[src/rtl/vga_frame_reader.sv]
// VGA 640x480@60 scan-out of a 160x120 RGB332 framebuffer, 4x4 replicated.
// Counters -> RAM address -> RAM data -> pins: 3-clock aligned pipeline.
module vga_frame_reader #(
   parameter int H_ACTIVE    = 640,
   parameter int H_FP        = 16,
   parameter int H_SYNC      = 96,
   parameter int H_BP        = 48,
   parameter int V_ACTIVE    = 480,
   parameter int V_FP        = 10,
   parameter int V_SYNC      = 2,
   parameter int V_BP        = 33,
   parameter int SCALE_SHIFT = 2,
   parameter int FB_W        = 160,
   parameter int AW          = 15
) (
   input  logic          clk,
   input  logic          rst,
   output logic [AW-1:0] fb_addr,
   output logic          fb_rd_en,
   input  logic [7:0]    fb_data,
   output logic [7:0]    r,
   output logic [7:0]    g,
   output logic [7:0]    b,
   output logic          h_sync,
   output logic          v_sync,
   output logic          sync_blank,
   output logic          sync_b,
   output logic          vblank,
   output logic          frame_start
);

   localparam int H_TOTAL = H_ACTIVE + H_FP + H_SYNC + H_BP;
   localparam int V_TOTAL = V_ACTIVE + V_FP + V_SYNC + V_BP;

   localparam logic [9:0] H_LAST = 10'(H_TOTAL - 1);
   localparam logic [9:0] V_LAST = 10'(V_TOTAL - 1);
   localparam logic [9:0] H_ACT  = 10'(H_ACTIVE);
   localparam logic [9:0] V_ACT  = 10'(V_ACTIVE);
   localparam logic [9:0] HS_BEG = 10'(H_ACTIVE + H_FP);
   localparam logic [9:0] HS_END = 10'(H_ACTIVE + H_FP + H_SYNC);
   localparam logic [9:0] VS_BEG = 10'(V_ACTIVE + V_FP);
   localparam logic [9:0] VS_END = 10'(V_ACTIVE + V_FP + V_SYNC);

   logic [9:0]    h_cnt;
   logic [9:0]    v_cnt;
   logic          active;
   logic          hs;
   logic          vs;
   logic [AW-1:0] row_w;
   logic [AW-1:0] col_w;
   logic [AW-1:0] addr_next;
   logic          act1, hs1, vs1;
   logic          act2, hs2, vs2;
   logic [7:0]    r_exp, g_exp, b_exp;

   always_ff @(posedge clk) begin
      if (!rst) begin
         h_cnt <= '0;
         v_cnt <= '0;
      end else if (h_cnt == H_LAST) begin
         h_cnt <= '0;
         v_cnt <= (v_cnt == V_LAST) ? '0 : v_cnt + 10'd1;
      end else begin
         h_cnt <= h_cnt + 10'd1;
      end
   end

   assign active      = (h_cnt < H_ACT) && (v_cnt < V_ACT);
   assign hs          = !((h_cnt >= HS_BEG) && (h_cnt < HS_END));
   assign vs          = !((v_cnt >= VS_BEG) && (v_cnt < VS_END));
   assign vblank      = v_cnt >= V_ACT;
   assign frame_start = (h_cnt == 10'd0) && (v_cnt == 10'd0);
   assign sync_b      = 1'b0;

   assign row_w = AW'(v_cnt >> SCALE_SHIFT);
   assign col_w = AW'(h_cnt >> SCALE_SHIFT);

   // 160 = 128 + 32, so the row stride is two shifts and an add.
   generate
      if (FB_W == 160) begin : g_shift
         assign addr_next = (row_w << 7) + (row_w << 5) + col_w;
      end else begin : g_mul
         assign addr_next = AW'(row_w * AW'(FB_W)) + col_w;
      end
   endgenerate

   always_ff @(posedge clk) begin
      if (!rst) begin
         fb_addr  <= '0;
         fb_rd_en <= 1'b0;
         act1     <= 1'b0;
         hs1      <= 1'b1;
         vs1      <= 1'b1;
      end else begin
         fb_rd_en <= active;
         if (active) fb_addr <= addr_next;
         act1     <= active;
         hs1      <= hs;
         vs1      <= vs;
      end
   end

   always_ff @(posedge clk) begin
      if (!rst) begin
         act2 <= 1'b0;
         hs2  <= 1'b1;
         vs2  <= 1'b1;
      end else begin
         act2 <= act1;
         hs2  <= hs1;
         vs2  <= vs1;
      end
   end

   assign r_exp = {fb_data[7:5], fb_data[7:5], fb_data[7:6]};
   assign g_exp = {fb_data[4:2], fb_data[4:2], fb_data[4:3]};
   assign b_exp = {fb_data[1:0], fb_data[1:0], fb_data[1:0], fb_data[1:0]};

   always_ff @(posedge clk) begin
      if (!rst) begin
         r          <= '0;
         g          <= '0;
         b          <= '0;
         h_sync     <= 1'b1;
         v_sync     <= 1'b1;
         sync_blank <= 1'b0;
      end else begin
         r          <= act2 ? r_exp : 8'h00;
         g          <= act2 ? g_exp : 8'h00;
         b          <= act2 ? b_exp : 8'h00;
         h_sync     <= hs2;
         v_sync     <= vs2;
         sync_blank <= act2;
      end
   end

endmodule

[config.mk]
export PLATFORM = sky130hd
export DESIGN_NAME = vga_frame_reader
export DESIGN_NICKNAME = d
export VERILOG_FILES = /design/src/rtl/vga_frame_reader.sv
export SDC_FILE = /design/constraint.sdc
export NUM_CORES = 1
export LEC_CHECK = 0
export ABC_AREA = 1
export CORE_MARGIN = 2
export CORE_UTILIZATION = 23
export DETAILED_ROUTE_END_ITERATION = 16
export GPL_TIMING_DRIVEN = 0
export PLACE_DENSITY = 0.42
export SLEW_MARGIN = 25
export SYNTH_ARGS = -nofsm -noshare
export SYNTH_HDL_FRONTEND = slang
export SYNTH_SLANG_ARGS = --single-unit
[constraint.sdc]
create_clock -name clk -period 3.8 [get_ports clk]
set_clock_uncertainty 0.1 [all_clocks]
set_input_delay 0.95 -clock clk [delete_from_list [all_inputs] [get_ports clk]]
set_output_delay 0.95 -clock clk [all_outputs]
set_load 0.01 [all_outputs]
==> run metrics <==
cts bufs inserted 5; CP Class flop to output pin; First-pass DRT Iterations 4; slew margin rel. 0.5945; Synth top area share 0.3703; TritonCTS Sinks 52; largest family of logic cells by synthesized area simple AND/OR/NAND/NOR gates; number of global-route vias before repair 2,317; Synth async-reset ratio 0; Final TNS setup 0 ns; syn avg cell area 7.399 um2; P_leak 1.666 nW; Net Switching 0.0002526 W; die footprint 0.01312 mm2; power per cell area 300.2 mW/mm2; DR WL/cell 11.65 um; critical path's top delay family buffers and inverters; Net Sw Frac 0.2281; Slowest-stage cell, CP clkdlybuf4s50_1; Post-Syn Area 0.002811 mm2; core footprint 0.01196 mm2; post-route ant nets 0; filler cell count 1,320; status complete, no violations; CTS tree yes; crit path time final 3.086 ns; final setup vio count 0; post-synthesis simple-gate area fraction 0.2995; DRC 0; initial antenna violation count 0; Synthesis Warnings 0; share of cells above drive strength 1 0.1267; Max IR drop VDD 0.1617 mV; # diodes 0; Crit path depth 6; Synth Register Bits 52; number of I/O port buffers 54; critical path, cell by cell inv_1 > nand2_1 > nor3_1 > nand4_1 > nor3_1 > clkdlybuf4s50_1; sequential share of the synthesized area 0.3703; gr usage total 0.1096; reg2reg setup slack 1.44 ns; cell taking the most area after synthesis dfxtp_1; CTS root buffer clkbuf_16; Ports 56; Clock Power Share 0.433; CP bufs+invs 2; CP arrival 2.04 ns; Synth cell types 35; area delta synth->final 31.20%; CP Max Fanout 6; nets@finish 473; crit share post-route 0.8122; initial core utilization 0.2350; Synth Area in Compound Gates 0.06809; multiplexer share of the synthesized area 0; clock slew seen by the registers of the worst setup and hold paths 0.07 ns; Gate power share 0.064; post-CTS setup buffer count 0; reg2reg end fb_addr[12]$_SDFFE_PN0P_; Hold-fix buffers, CTS 0; DIE HEIGHT 114.6 um; endpoints failing hold 0; Area contributors post-synth dfxtp_1 (37%), nand2_1 (11%), ha_1 (8.9%), inv_1 (6.9%), nor2_1 (6.0%); htree depth 2; Reg area 0.001041 mm2; Post-Syn Instances 380; post-synthesis xor/xnor area fraction 0.01869; post_cts resized 0; share of power burned in registers 0.503; Worst setup SP type flop; first-pass GRT wire length 11.42 mm; max cap viols 0; HPWL Detailed 5.329 mm; unrepaired setup endpoints after global routing no; FF-to-FF Start v_cnt[2]$_SDFFE_PN0P_; Critical Path RT 2.75 ns; internal power 0.0008546 W; Least-Margin Pin Slew 0.6082 ns; Worst-Skew Late Latency 0.29 ns; GRT Residual Overflow 0; post-synthesis net count 412; Placer Congestion 0.8514; commonest non-fill, non-tap cell in the layout nand2_1; commonest cells after routing, fill and taps aside nand2_1 (83), clkdlybuf4s50_1 (54), inv_1 (52), dfxtp_1 (52), nor2_1 (45); number of enable flip-flop cells after synthesis 0; crit path to frame_start; Die X 114.6 um; FP Rows 40; detailed-route vias per instance 4.149; worst-case reg-to-reg path depth 11; adder-cell share of the synthesized area 0.1032; Hold Path Class flop to flop; Max Buffers Root-to-Sink 2; routed via count 2,444; WL final 6.862 mm; PnR Total Power 0.001107 W; Final Max Tran Viols 0; CP max stage delay 0.58 ns; largest net degree at the start of global routing 17; Max Freq 324.0 MHz; kind of end point of the critical path output pin; Primary FF master, synth dfxtp_1; CP dominant cell by count nor3_1; Initial DRC Count 59; multi-input logic area 0.001380 mm2; Critical path origin v_cnt[4]$_SDFFE_PN0P_
==> final cells by class <==
class / count / area share
multi-input combinational: 248 / 0.3742
timing repair buffer: 54 / 0.1465
clock buffer: 6 / 0.03765
inverter: 57 / 0.05902
sequential: 52 / 0.2822
clock inverter: 2 / 0.003731
tap: 147 / 0.04986
buffer: 23 / 0.04681
==> cell usage after synthesis, types with 3 or more instances <==
| cell type | number |
|---|---|
| nand3_1 | 15 |
| or2_2 | 9 |
| nand4_1 | 7 |
| buf_4 | 17 |
| nor2_1 | 45 |
| buf_6 | 3 |
| a21oi_1 | 21 |
| inv_2 | 3 |
| ha_1 | 20 |
| nand3_2 | 3 |
| xor2_1 | 4 |
| clkbuf_1 | 3 |
| nor3_1 | 8 |
| dfxtp_1 | 52 |
| nand2_1 | 83 |
| o21ai_0 | 10 |
| inv_1 | 52 |
==> how the worst min path moves through the flow <==
| stage | start | end | slack (ns) | cells past startpoint |
|---|---|---|---|---|
| 3_5_place_dp | hs1$_SDFF_PN1_ | hs2$_SDFF_PN1_ | 0.30 | 1 |
| 4_1_cts | hs1$_SDFF_PN1_ | hs2$_SDFF_PN1_ | 0.32 | 1 |
| 3_3_place_gp | hs1$_SDFF_PN1_ | hs2$_SDFF_PN1_ | 0.30 | 1 |
| 6_report | hs1$_SDFF_PN1_ | hs2$_SDFF_PN1_ | 0.31 | 1 |
| 5_1_grt | vs1$_SDFF_PN1_ | vs2$_SDFF_PN1_ | 0.34 | 1 |
| 2_1_floorplan | hs2$_SDFF_PN1_ | h_sync$_SDFF_PN1_ | 0.29 | 1 |
==> registers in the layout, summed over array words and instances (netlist names) <==
name,cells
v_sync,1
act1,1
fb_addr,15
vs1,1
vs2,1
g,3
act2,1
r,3
hs2,1
v_cnt,10
h_cnt,10
h_sync,1
b,2
hs1,1
sync_blank,1
==> logic make-up after synthesis <==
logic type      count (synthesis)
simple gates                  183
fa+ha+maj                      22
other cells                     1
compound gates                 36
flops                          52
xor+xnor                        6
buf+inv                        80
==> worst register-to-register path, delay by kind of cell, from the launching register on <==
family	cells	cell delay, ns
adders and majority gates	2	0.96
DFF	1	0.45
buffers and inverters	3	0.22
and+or+nand+nor	6	0.51
==> power groups by stage <==
stage / combinational [W] / sequential [W] / clock, W
2_1_floorplan: 0.0000335 / 0.000570 / 0
3_3_place_gp: 0.0000716 / 0.000569 / 0
3_5_place_dp: 0.0000727 / 0.000570 / 0
4_1_cts: 0.0000729 / 0.000557 / 0.000496
5_1_grt: 0.0000782 / 0.000558 / 0.000518
6_report: 0.0000710 / 0.000557 / 0.000479
==> routing by layer <==
layer / track usage / routed length (um) / vias to the layer above
met3: 0.02065 / 236 / 5
met1: 0.1392 / 3251 / 1101
met4: 0.03902 / 83 / 0
met5: 0 / 0 / -
met2: 0.1850 / 3291 / 39
li1: - / - / 1299
==> per-stage QoR <==
step	setup slack (ns)	utilization	area (um2)	std cells	hold WS (ns)
6_report	0.7136	0.3084	3689	589	0.3143
5_1_grt	0.5178	0.3084	3689	589	0.3384
4_1_cts	0.6334	0.3084	3689	589	0.3150
3_5_place_dp	0.9512	0.2956	3536	581	0.2972
3_3_place_gp	0.9583	0.2956	3536	581	0.2952
2_1_floorplan	1.690	-	2811	380	0.2925
Note: power is estimated with default switching activity, not from simulation.
